<file path="config.mk">
export PLATFORM = sky130hd
export DESIGN_NAME = mosbius_cfg_loader_flat
export DESIGN_NICKNAME = d
export VERILOG_FILES = /design/src/rtl/mosbius_pkg.sv /design/src/rtl/mosbius_cfg_loader_if.sv /design/src/rtl/mosbius_clkdiv_tick.sv /design/src/rtl/mosbius_cfg_loader.sv /design/src/flat_wrapper.sv
export SDC_FILE = /design/constraint.sdc
export NUM_CORES = 1
export LEC_CHECK = 0
export ABC_AREA = 1
export BUFFER_PORTS_ARGS = -buffer_cell sky130_fd_sc_hd__buf_4
export CORE_MARGIN = 2
export CORE_UTILIZATION = 51
export CTS_CLUSTER_DIAMETER = 100
export DETAILED_ROUTE_END_ITERATION = 8
export PLACE_DENSITY_LB_ADDON = 0.25
export SLEW_MARGIN = 25
export SYNTH_ARGS = -nofsm -noshare
export SYNTH_HDL_FRONTEND = slang
export SYNTH_SLANG_ARGS = --single-unit
</file>
<file path="constraint.sdc">
create_clock -name clk -period 1.5 [get_ports clk]
set_clock_uncertainty 0.05 [all_clocks]
set_input_delay 0.225 -clock clk [delete_from_list [all_inputs] [get_ports clk]]
set_output_delay 0.225 -clock clk [all_outputs]
set_load 0.01 [all_outputs]
</file>
<file path="src/rtl/mosbius_pkg.sv">
// Shared types and CRC helper for the MOSbius configuration-chain loader.
package mosbius_pkg;

  localparam int unsigned BYTE_W = 8;
  localparam int unsigned CRC_W  = 8;

  typedef enum logic [2:0] {
    ST_IDLE,
    ST_FETCH,
    ST_SHIFT_LO,
    ST_SHIFT_HI,
    ST_LATCH,
    ST_CLR,
    ST_FINISH
  } cfg_state_t;

  localparam logic [CRC_W-1:0] MOSBIUS_CRC_POLY = 8'h07;

  // One MSB-first CRC-8 update with a single message bit.
  function automatic logic [CRC_W-1:0] crc8_step(input logic [CRC_W-1:0] crc, input logic b);
    logic fb;
    fb = crc[CRC_W-1] ^ b;
    return {crc[CRC_W-2:0], 1'b0} ^ (fb ? MOSBIUS_CRC_POLY : '0);
  endfunction

endpackage

</file>
<file path="src/rtl/mosbius_cfg_loader_if.sv">
// Byte-stream and switch-matrix pin bundle for mosbius_cfg_loader.
// rb_crc exists only when MOSBIUS_READBACK_EN is defined.
interface mosbius_cfg_loader_if;
  import mosbius_pkg::*;

  logic              start;
  logic              clear;
  logic [BYTE_W-1:0] byte_in;
  logic              byte_valid;
  logic              byte_ready;
  logic              busy;
  logic              done;
  logic              sr_clk;
  logic              sr_dat;
  logic              sr_en;
  logic              sr_rst_n;
  logic              sr_dout;
`ifdef MOSBIUS_READBACK_EN
  logic [CRC_W-1:0]  rb_crc;

  modport master (
    output start, clear, byte_in, byte_valid, sr_dout,
    input  byte_ready, busy, done, sr_clk, sr_dat, sr_en, sr_rst_n, rb_crc
  );
  modport slave (
    input  start, clear, byte_in, byte_valid, sr_dout,
    output byte_ready, busy, done, sr_clk, sr_dat, sr_en, sr_rst_n, rb_crc
  );
`else
  modport master (
    output start, clear, byte_in, byte_valid, sr_dout,
    input  byte_ready, busy, done, sr_clk, sr_dat, sr_en, sr_rst_n
  );
  modport slave (
    input  start, clear, byte_in, byte_valid, sr_dout,
    output byte_ready, busy, done, sr_clk, sr_dat, sr_en, sr_rst_n
  );
`endif
endinterface

</file>
<file path="src/rtl/mosbius_clkdiv_tick.sv">
// Phase timer: tick_c is high in the LEN-th cycle after the last restart.
module mosbius_clkdiv_tick #(
  parameter int unsigned LEN = 2
) (
  input  logic clk,
  input  logic rst_n,
  input  logic restart,
  output logic tick_c
);
  localparam int unsigned CNT_W = $clog2(LEN + 1);

  logic [CNT_W-1:0] cnt_q;

  assign tick_c = (cnt_q == CNT_W'(LEN - 1));

  // Saturates at the tick so a phase that is not left keeps reporting its end.
  always_ff @(posedge clk or negedge rst_n) begin
    if (!rst_n)        cnt_q <= '0;
    else if (restart)  cnt_q <= '0;
    else if (!tick_c)  cnt_q <= cnt_q + CNT_W'(1);
  end
endmodule

</file>
<file path="src/rtl/mosbius_cfg_loader.sv">
// Serializes a configuration byte stream MSB-first into the MOSbius switch chain,
// then pulses the latch enable. Optional CRC readback of sr_dout: MOSBIUS_READBACK_EN.
module mosbius_cfg_loader
  import mosbius_pkg::*;
#(
  parameter int unsigned CHAIN_LEN = 100,
  parameter int unsigned HALF_PER  = 2,
  parameter int unsigned EN_CYC    = 4
) (
  input  logic               clk,
  input  logic               rst_n,
  mosbius_cfg_loader_if.slave bus
);
  localparam int unsigned CNT_W = $clog2(CHAIN_LEN + 1);
  localparam int unsigned SUB_W = $clog2(BYTE_W);

  cfg_state_t        state_q, state_d;
  logic [CNT_W-1:0]  bit_cnt_q, bit_cnt_d;
  logic [SUB_W-1:0]  sub_q, sub_d;
  logic [BYTE_W-1:0] shift_q, shift_d;
  logic              sr_dat_d;
  logic              half_tick_c, en_tick_c, restart_c;

  logic ready_q, busy_q, done_q, sr_clk_q, sr_dat_q, sr_en_q, sr_rst_n_q;

  assign restart_c = (state_d != state_q);

  mosbius_clkdiv_tick #(.LEN(HALF_PER)) u_half_tick (
    .clk(clk), .rst_n(rst_n), .restart(restart_c), .tick_c(half_tick_c)
  );
  mosbius_clkdiv_tick #(.LEN(EN_CYC)) u_en_tick (
    .clk(clk), .rst_n(rst_n), .restart(restart_c), .tick_c(en_tick_c)
  );

  always_ff @(posedge clk or negedge rst_n) begin
    if (!rst_n) state_q <= ST_IDLE;
    else        state_q <= state_d;
  end

  always_comb begin
    state_d   = state_q;
    bit_cnt_d = bit_cnt_q;
    sub_d     = sub_q;
    shift_d   = shift_q;
    unique case (state_q)
      ST_IDLE: begin
        if (bus.clear) begin
          state_d = ST_CLR;
        end else if (bus.start) begin
          state_d   = ST_FETCH;
          bit_cnt_d = '0;
        end
      end
      ST_FETCH: begin
        if (bus.byte_valid && bus.byte_ready) begin
          shift_d = bus.byte_in;
          sub_d   = '0;
          state_d = ST_SHIFT_LO;
        end
      end
      ST_SHIFT_LO: if (half_tick_c) state_d = ST_SHIFT_HI;
      ST_SHIFT_HI: begin
        if (half_tick_c) begin
          bit_cnt_d = bit_cnt_q + CNT_W'(1);
          sub_d     = sub_q + SUB_W'(1);
          shift_d   = {shift_q[BYTE_W-2:0], 1'b0};
          if (bit_cnt_d == CNT_W'(CHAIN_LEN))     state_d = ST_LATCH;
          else if (sub_q == SUB_W'(BYTE_W - 1))   state_d = ST_FETCH;
          else                                    state_d = ST_SHIFT_LO;
        end
      end
      ST_LATCH:  if (en_tick_c) state_d = ST_FINISH;
      ST_CLR:    if (en_tick_c) state_d = ST_FINISH;
      ST_FINISH: state_d = ST_IDLE;
      default:   state_d = ST_IDLE;
    endcase
  end

  // Data is presented for the whole low phase and held everywhere else.
  assign sr_dat_d = (state_d == ST_SHIFT_LO) ? shift_d[BYTE_W-1] : sr_dat_q;

  // Outputs are registered from the next state so they line up with the state.
  always_ff @(posedge clk or negedge rst_n) begin
    if (!rst_n) begin
      bit_cnt_q  <= '0;
      sub_q      <= '0;
      shift_q    <= '0;
      ready_q    <= 1'b0;
      busy_q     <= 1'b0;
      done_q     <= 1'b0;
      sr_clk_q   <= 1'b0;
      sr_dat_q   <= 1'b0;
      sr_en_q    <= 1'b0;
      sr_rst_n_q <= 1'b1;
    end else begin
      bit_cnt_q  <= bit_cnt_d;
      sub_q      <= sub_d;
      shift_q    <= shift_d;
      ready_q    <= (state_d == ST_FETCH);
      busy_q     <= (state_d != ST_IDLE);
      done_q     <= (state_d == ST_FINISH);
      sr_clk_q   <= (state_d == ST_SHIFT_HI);
      sr_dat_q   <= sr_dat_d;
      sr_en_q    <= (state_d == ST_LATCH);
      sr_rst_n_q <= (state_d != ST_CLR);
    end
  end

  assign bus.byte_ready = ready_q;
  assign bus.busy       = busy_q;
  assign bus.done       = done_q;
  assign bus.sr_clk     = sr_clk_q;
  assign bus.sr_dat     = sr_dat_q;
  assign bus.sr_en      = sr_en_q;
  assign bus.sr_rst_n   = sr_rst_n_q;

`ifdef MOSBIUS_READBACK_EN
  logic [CRC_W-1:0] crc_q;

  // Chain output is sampled on the edge that raises sr_clk.
  always_ff @(posedge clk or negedge rst_n) begin
    if (!rst_n)
      crc_q <= '0;
    else if (state_q == ST_IDLE && bus.start && !bus.clear)
      crc_q <= '0;
    else if (state_q == ST_SHIFT_LO && state_d == ST_SHIFT_HI)
      crc_q <= crc8_step(crc_q, bus.sr_dout);
  end

  assign bus.rb_crc = crc_q;
`endif
endmodule

</file>
<file path="src/flat_wrapper.sv">
// flat-port wrapper written by rule: the top's interface ports become plain ports
module mosbius_cfg_loader_flat import mosbius_pkg::*;
#(
  parameter int unsigned CHAIN_LEN = 100,
  parameter int unsigned HALF_PER  = 2,
  parameter int unsigned EN_CYC    = 4
)
  (clk, rst_n, bus_start, bus_clear, bus_byte_in, bus_byte_valid, bus_sr_dout, bus_byte_ready, bus_busy, bus_done, bus_sr_clk, bus_sr_dat, bus_sr_en, bus_sr_rst_n);
  mosbius_cfg_loader_if bus_i ();
  input  logic clk;
  input  logic rst_n;
  input wire logic [$bits(bus_i.start)-1:0] bus_start;
  input wire logic [$bits(bus_i.clear)-1:0] bus_clear;
  input wire logic [$bits(bus_i.byte_in)-1:0] bus_byte_in;
  input wire logic [$bits(bus_i.byte_valid)-1:0] bus_byte_valid;
  input wire logic [$bits(bus_i.sr_dout)-1:0] bus_sr_dout;
  output wire logic [$bits(bus_i.byte_ready)-1:0] bus_byte_ready;
  output wire logic [$bits(bus_i.busy)-1:0] bus_busy;
  output wire logic [$bits(bus_i.done)-1:0] bus_done;
  output wire logic [$bits(bus_i.sr_clk)-1:0] bus_sr_clk;
  output wire logic [$bits(bus_i.sr_dat)-1:0] bus_sr_dat;
  output wire logic [$bits(bus_i.sr_en)-1:0] bus_sr_en;
  output wire logic [$bits(bus_i.sr_rst_n)-1:0] bus_sr_rst_n;
  assign bus_i.start = bus_start;
  assign bus_i.clear = bus_clear;
  assign bus_i.byte_in = bus_byte_in;
  assign bus_i.byte_valid = bus_byte_valid;
  assign bus_i.sr_dout = bus_sr_dout;
  assign bus_byte_ready = bus_i.byte_ready;
  assign bus_busy = bus_i.busy;
  assign bus_done = bus_i.done;
  assign bus_sr_clk = bus_i.sr_clk;
  assign bus_sr_dat = bus_i.sr_dat;
  assign bus_sr_en = bus_i.sr_en;
  assign bus_sr_rst_n = bus_i.sr_rst_n;
  mosbius_cfg_loader #(.CHAIN_LEN(CHAIN_LEN), .HALF_PER(HALF_PER), .EN_CYC(EN_CYC)) u_core (.clk(clk), .rst_n(rst_n), .bus(bus_i));
endmodule
</file>
==> impl_metrics.sql, run 1 <==
INSERT INTO impl_metrics (metric_group, metric, value, unit) VALUES
('outcome', 'run_status', 'finished with violations', ''),
('outcome', 'violations', 'negative setup slack', ''),
('floorplan', 'num_rows', '21', ''),
('floorplan', 'dieHeight', '62.0', 'um'),
('logic_synthesis', 'syn-num-nets', '208', ''),
('critical_path', 'crit_chain', 'ha_2 -> ha_4 -> inv_2 -> nand3_2 -> o21ai_2 -> nor3_4 -> nand2_8 -> nor2_2 -> nand2_1 -> nand2_1 -> nand2_1', ''),
('route', 'antenna_violating_nets_post_route', '0', ''),
('critical_path', 'critical_path_capture_point_type', 'flip-flop', ''),
('logic_synthesis', 'asyncSetResetFlopFracSynth', '1.00', ''),
('critical_path', 'critical_path.n_buffers_inverters', '1', ''),
('layout', 'most_frequent_cells_in_the_layout', 'sky130_fd_sc_hd__buf_4 (57), sky130_fd_sc_hd__nand2_1 (33), sky130_fd_sc_hd__dfrtp_1 (29)', ''),
('global_route', 'via_count_of_the_first_global_routing_pass', '1484', ''),
('critical_path', 'worstPathMaxFanout', '6', ''),
('critical_path', 'cpMaxStageDelayCell', 'sky130_fd_sc_hd__dfrtp_1', ''),
('route', 'post_drt_via_cell_ratio', '5.06', ''),
('layout', 'areaGrowthSynthToFinish', '47.7', '%'),
('worst_hold_path', 'hold_depth', '3', ''),
('global_route', 'grt_first_pass_wirelength', '6130', 'um'),
('pwr', 'power.density', '1820', 'nW/um^2'),
('floorplan', 'initial_core_util', '0.522', ''),
('sta', 'setup_violations', '20', ''),
('global_route', 'pin_count_of_the_biggest_net_entering_global_routing', '34', ''),
('clocking', 'cts_root_buf', 'sky130_fd_sc_hd__clkbuf_4', ''),
('floorplan', 'core-area', '3280', 'um^2'),
('layout', 'final_common_cell', 'sky130_fd_sc_hd__buf_4', ''),
('floorplan', 'floorplan.die_area', '3840', 'um^2'),
('route', 'wl_per_cell', '14.0', 'um'),
('route', 'detail_route.first_pass.iterations', '4', ''),
('layout', 'layout-drive-gt1-share', '0.527', ''),
('layout', 'final_area', '2530', 'um^2'),
('sta', 'layout_worst_path_cycle_share', '1.21', ''),
('logic_synthesis', 'synth-seq-area-share', '0.482', ''),
('sta', 'worst_slew_margin_rel', '0.722', ''),
('route', 'drt-total-wl', '4300', 'um'),
('critical_path', 'crit_path_start_kind', 'flip-flop', ''),
('route', 'post-route-drc-count', '0', ''),
('sta', 'worst_slack', '-315', 'ps'),
('pwr', 'max-vdd-ir-drop', '0.00122', 'V'),
('logic_synthesis', 'synth-warning-count', '0', ''),
('route', 'drt-initial-drc-count', '66', ''),
('clocking', 'clkSlewWorstSetupHoldPaths', '100', 'ps'),
('placement', 'detailedPlace.worstSlack', '-212', 'ps'),
('logic_synthesis', 'synth.cell_area', '1710', 'um^2'),
('layout', 'n_antenna_cell', '0', ''),
('critical_path', 'critPathArrivalTime', '2000', 'ps'),
('placement', 'dpl-instance-area', '2130', 'um^2'),
('logic_synthesis', 'synthesis.instances', '188', ''),
('flow_run', 'drv.max_cap_violation_count', '0', ''),
('floorplan', 'pin_count', '21', ''),
('clocking', 'tritoncts.num_buffers', '5', ''),
('critical_path', 'timing.setup.critical_path_class', 'reg -> reg', ''),
('route', 'num_vias', '1560', ''),
('sta', 'clock.fmax', '551', 'MHz'),
('layout', 'design.final.nets', '281', ''),
('logic_synthesis', 'synthDistinctLibCells', '28', ''),
('sta', 'period_needed', '1810', 'ps'),
('clocking', 'latest_clock_arrival_within_the_worst_skew_pair', '340', 'ps'),
('global_route', 'initial_antenna_violation_count', '0', ''),
('placement', 'dp_hpwl', '2460', 'um'),
('logic_synthesis', 'synth-seq-cells', '33', ''),
('clocking', 'clock_tree.htree_level_count', '2', ''),
('sta', 'finalHoldViolCount', '0', ''),
('critical_path', 'cp_slowest_stage_delay', '370', 'ps'),
('logic_synthesis', 'number_of_flops_mapped_to_enable_cells_by_yosys', '0', ''),
('clocking', 'cts-root-to-sink-buffers', '2', ''),
('critical_path', 'worst_path_dominant_cell_family', 'simple AND/OR/NAND/NOR gates', ''),
('sta', 'maxSlewViolCount', '0', ''),
('clocking', 'cts_tree', 'done', ''),
('critical_path', 'critical_path_depth', '11', ''),
('floorplan', 'die_width', '62.0', 'um'),
('placement', 'io_buffer_count', '19', '');
==> path summary, 6_finish.rpt <==
kind / start / endpoint / slack (ps)
min in group asynchronous: rst_n / u_core.bit_cnt_q[5] / 300
max in group asynchronous: rst_n / u_core.bus.sr_rst_n / 750
worst min-delay path: bus_byte_in[3] / u_core.shift_q[3] / 40
worst max-delay path: u_core.u_en_tick.cnt_q[0] / u_core.bus.sr_dat / -310
worst max register to register: u_core.u_en_tick.cnt_q[0] / u_core.bus.sr_dat / -310
worst min register to register: u_core.shift_q[6] / u_core.shift_q[6] / 450
==> routing by layer <==
layer	global-route usage	wire, um	vias to the layer above
met4	0.0851	99	0
met3	0.0621	149	11
li1	-	-	758
met1	0.263	1840	757
met5	0	0	-
met2	0.371	2210	34
==> worst min-delay path, cell delays in order <==
cell	delay, ps
sky130_fd_sc_hd__buf_4	70
sky130_fd_sc_hd__a22oi_1	50
sky130_fd_sc_hd__nand2_1	50
==> Yosys cell counts (4+ instances only) <==
cell | instances | area share
sky130_fd_sc_hd__nand2_1 | 40 | 0.088
sky130_fd_sc_hd__dfrtp_1 | 32 | 0.47
sky130_fd_sc_hd__inv_1 | 20 | 0.044
sky130_fd_sc_hd__nand3_1 | 11 | 0.032
sky130_fd_sc_hd__nor2_1 | 9 | 0.020
sky130_fd_sc_hd__nor2_2 | 9 | 0.033
sky130_fd_sc_hd__a22oi_1 | 6 | 0.026
sky130_fd_sc_hd__ha_1 | 6 | 0.044
sky130_fd_sc_hd__inv_2 | 6 | 0.013
sky130_fd_sc_hd__o21ai_0 | 6 | 0.018
sky130_fd_sc_hd__nand2_2 | 5 | 0.018
sky130_fd_sc_hd__nand2_4 | 5 | 0.033
sky130_fd_sc_hd__a22o_1 | 4 | 0.020
sky130_fd_sc_hd__nor3_1 | 4 | 0.012
==> final cells by class <==
type / count / area (um^2)
inverter: 26 / 103
tap: 46 / 57.6
clock buffer: 8 / 58.8
timing repair buffer: 68 / 551
multi-input combinational: 127 / 931
sequential: 33 / 831
fill: 214 / 753
==> power breakdown <==
group	total, W	internal [W]	leakage [nW]	switching (W)
Clock	0.000532	0.000231	0.0326	0.000300
Combinational	0.00260	0.00125	0.816	0.00135
Sequential	0.00147	0.00123	0.424	0.000234
Total	0.00460	0.00271	1.27	0.00188
==> flip-flops by register name, summed over array words and instances, names as in the netlist <==
name,flops
u_core.bus.busy,1
u_core.bus.byte_ready,1
u_core.shift_q,8
u_core.bus.done,1
u_core.bus.sr_dat,1
u_core.sub_q,3
u_core.bus.sr_clk,1
u_core.state_q,3
u_core.u_half_tick.cnt_q,2
u_core.bus.sr_en,1
u_core.bit_cnt_q,7
u_core.u_en_tick.cnt_q,3
u_core.bus.sr_rst_n,1
==> repair_timing <==
action | in CTS | in global routing
endpoints found under the hold margin | 32 | 0
pin swaps | 18 | 21
setup buffers | 11 | 11
endpoints found under the setup margin | 21 | 31
hold buffers | 1 | 0
resized for setup | 14 | 35
==> cell families after synthesis <==
| kind of cell | count (synthesis) | synth area share |
|---|---|---|
| XOR/XNOR | 2 | 0.0102 |
| buffers and inverters | 28 | 0.0628 |
| multiplexers | 2 | 0.0117 |
| adder cells (fa/ha/maj) | 6 | 0.0438 |
| AND/OR/NAND/NOR | 93 | 0.296 |
| flip-flops | 33 | 0.482 |
| AO/OA/AOI/OAI | 24 | 0.0927 |
==> stage by stage <==
stage | cells | power, W | setup TNS (ps) | util | hold WS (ps)
2_1_floorplan | 188 | 0.00262 | -541 | - | -121
3_3_place_gp | 277 | 0.00317 | -1250 | 0.648 | 132
3_5_place_dp | 277 | 0.00324 | -2050 | 0.648 | 142
4_1_cts | 297 | 0.00409 | -2550 | 0.710 | 36.9
5_1_grt | 308 | 0.00492 | -5480 | 0.771 | 40.6
6_report | 308 | 0.00460 | -3710 | 0.771 | 43.4
No activity file was read; power rests on OpenSTA's default activity.
==> inputs of run 2 (changes only) <==
--- a/config.mk
+++ b/config.mk
@@ -11,6 +11,7 @@
 export CORE_UTILIZATION = 51
 export CTS_CLUSTER_DIAMETER = 100
 export DETAILED_ROUTE_END_ITERATION = 8
+export MAX_ROUTING_LAYER = met4
 export PLACE_DENSITY_LB_ADDON = 0.25
 export SLEW_MARGIN = 25
 export SYNTH_ARGS = -nofsm -noshare
==> run 2 against run 1 <==
The flow still finishes with violations (negative setup slack). First-iteration DRC count up 15%. Power down 0.18%. Cell count unchanged. Non-clock buffer count unchanged. Setup slack better by 34 ps. Critical endpoint unchanged.
==> impl_metrics.sql, run 2 (synthesis results as in run 1) <==
INSERT INTO impl_metrics (metric_group, metric, value, unit) VALUES
('outcome', 'run_status', 'finished with violations', ''),
('outcome', 'violations', 'negative setup slack', ''),
('floorplan', 'dieHeight', '62.0', 'um'),
('layout', 'most_frequent_cells_in_the_layout', 'sky130_fd_sc_hd__buf_4 (57), sky130_fd_sc_hd__nand2_1 (33), sky130_fd_sc_hd__dfrtp_1 (29)', ''),
('placement', 'post-place-cells', '277', ''),
('route', 'drt-initial-drc-count', '76', ''),
('critical_path', 'crit_top_cell', 'sky130_fd_sc_hd__nand2_1', ''),
('sta', 'finalHoldViolCount', '0', ''),
('global_route', 'gr-usage-all-layers', '0.226', ''),
('floorplan', 'core-area', '3280', 'um^2'),
('route', 'wl_per_cell', '13.6', 'um'),
('sta', 'setup_violations', '20', ''),
('clocking', 'tritoncts.num_buffers', '5', ''),
('route', 'drt-total-wl', '4200', 'um'),
('floorplan', 'initial_core_util', '0.522', ''),
('sta', 'grt_setup_unrepaired', 'yes', ''),
('critical_path', 'reg2reg_setup_slack', '-280', 'ps'),
('floorplan', 'pin_count', '21', ''),
('layout', 'finalCoreUtilization', '0.771', ''),
('placement', 'dp_hpwl', '2460', 'um'),
('critical_path', 'cpMaxStageDelayCell', 'sky130_fd_sc_hd__dfrtp_1', ''),
('critical_path', 'critical_path_capture_point_type', 'flip-flop', ''),
('route', 'post_drt_via_cell_ratio', '5.10', ''),
('route', 'detail_route.first_pass.iterations', '4', ''),
('layout', 'finalNonFillerCells', '308', ''),
('clocking', 'cts_tree', 'done', ''),
('critical_path', 'crit_chain', 'ha_2 -> ha_4 -> inv_2 -> nand3_2 -> o21ai_2 -> nor3_4 -> nand2_8 -> nor2_2 -> nand2_1 -> nand2_1 -> nand2_1', ''),
('sta', 'period_needed', '1780', 'ps'),
('clocking', 'numClockSinks', '33', ''),
('clocking', 'latest_clock_arrival_within_the_worst_skew_pair', '340', 'ps'),
('layout', 'max_ffs_per_register', '8', ''),
('critical_path', 'required_time_at_the_endpoint_of_the_critical_path', '1680', 'ps'),
('route', 'num_vias', '1571', ''),
('worst_hold_path', 'hp-class', 'in -> reg', ''),
('critical_path', 'cp_slowest_stage_delay', '370', 'ps'),
('placement', 'routabilityCongestion', '0.854', ''),
('global_route', 'overflow', '0', ''),
('layout', 'reg_top3', 'u_core.shift_q (8), u_core.bit_cnt_q (7)', ''),
('route', 'post-route-drc-count', '0', ''),
('pwr', 'max-vdd-ir-drop', '0.00121', 'V'),
('global_route', 'initial_antenna_violation_count', '0', ''),
('placement', 'detailedPlace.worstSlack', '-212', 'ps'),
('clocking', 'cts_root_buf', 'sky130_fd_sc_hd__clkbuf_4', ''),
('placement', 'io_buffer_count', '19', ''),
('critical_path', 'timing.setup.critical_path_class', 'reg -> reg', ''),
('global_route', 'pin_count_of_the_biggest_net_entering_global_routing', '34', ''),
('sta', 'tightest_slew', '423', 'ps'),
('global_route', 'grt_first_pass_wirelength', '6130', 'um'),
('global_route', 'via_count_of_the_first_global_routing_pass', '1485', ''),
('sta', 'clock.fmax', '562', 'MHz'),
('layout', 'layout-drive-gt1-share', '0.527', ''),
('sta', 'worst_slew_margin_rel', '0.718', ''),
('layout', 'registers.top_by_ff_count', 'u_core.shift_q', ''),
('critical_path', 'worstPathMaxFanout', '6', ''),
('critical_path', 'critPathArrivalTime', '1960', 'ps'),
('layout', 'n_antenna_cell', '0', ''),
('pwr', 'leakagePower', '1.27', 'nW'),
('critical_path', 'crit_path_start_kind', 'flip-flop', ''),
('layout', 'areaGrowthSynthToFinish', '47.7', '%'),
('layout', 'design.final.nets', '281', ''),
('clocking', 'cts-root-to-sink-buffers', '2', ''),
('route', 'antenna_violating_nets_post_route', '0', ''),
('clocking', 'clock_tree.htree_level_count', '2', ''),
('floorplan', 'die_width', '62.0', 'um'),
('sta', 'maxSlewViolCount', '0', ''),
('flow_run', 'drv.max_cap_violation_count', '0', ''),
('floorplan', 'floorplan.die_area', '3840', 'um^2'),
('pwr', 'power.density', '1810', 'nW/um^2'),
('sta', 'worst_slack', '-280', 'ps'),
('sta', 'layout_worst_path_cycle_share', '1.19', ''),
('layout', 'final_common_cell', 'sky130_fd_sc_hd__buf_4', ''),
('floorplan', 'num_rows', '21', ''),
('clocking', 'clkSlewWorstSetupHoldPaths', '100', 'ps');
-- run 2: cell counts in the layout (fill, tap and decap cells not counted) --
Identical to the previous run, type by type.
-- run 2: per-stage QoR --
stage / cell area, um^2 / hold slack, ps / power, W / TNS (ps)
2_1_floorplan: 1740 / -121 / 0.00262 / -541
3_3_place_gp: 2130 / 132 / 0.00317 / -1250
3_5_place_dp: 2130 / 142 / 0.00324 / -2050
4_1_cts: 2330 / 36.9 / 0.00409 / -2550
5_1_grt: 2530 / 40.7 / 0.00491 / -5120
6_report: 2530 / 44.1 / 0.00459 / -3470
-- run 2: cell type report --
type	instances	area (um^2)
Tap cell	46	57.6
Sequential cell	33	831
Inverter	26	103
Multi-Input combinational cell	127	931
Clock buffer	8	58.8
Fill cell	209	753
Timing Repair Buffer	68	551
-- run 2: per-layer routing --
| metal | share of wire | vias up | track usage |
|---|---|---|---|
| li1 | - | 758 | - |
| met1 | 0.42 | 748 | 0.263 |
| met2 | 0.52 | 51 | 0.371 |
| met3 | 0.044 | 14 | 0.0621 |
| met4 | 0.020 | 0 | 0.0851 |
| met5 | 0 | - | - |
-- run 2: path summary, 6_finish.rpt --
path | startpoint | endpoint | depth (start not counted)
worst max register to register | u_core.u_en_tick.cnt_q[0] | u_core.bus.sr_dat | 11
worst min-delay path | bus_byte_in[3] | u_core.shift_q[3] | 3
worst min register to register | u_core.shift_q[6] | u_core.shift_q[6] | 2
worst max-delay path | u_core.u_en_tick.cnt_q[0] | u_core.bus.sr_dat | 11
min in group asynchronous | rst_n | u_core.bit_cnt_q[6] | 2
max in group asynchronous | rst_n | u_core.bus.sr_rst_n | 2
-- run 2: worst max-delay path, delay by kind of cell, from the launching register on --
kind	cells	cell delay [ps]
simple gates	7	810
buf+inv	1	40
fa+ha+maj	2	340
flops	1	370
compound gates	1	70
-- run 2: report_power, final --
part	switching [W]	internal, W	total [W]	leakage, nW
clock	0.000298	0.000231	0.000530	0.0326
combinational	0.00134	0.00125	0.00259	0.816
sequential	0.000238	0.00123	0.00147	0.424
total	0.00187	0.00272	0.00459	1.27
-- run 2: timing repair --
action	4_1_cts	5_1_grt
endpoints found under the setup margin	21	31
hold buffers	1	0
pin swaps	18	21
hold endpoints to repair	32	0
buffers inserted	11	11
gates resized for setup	14	35
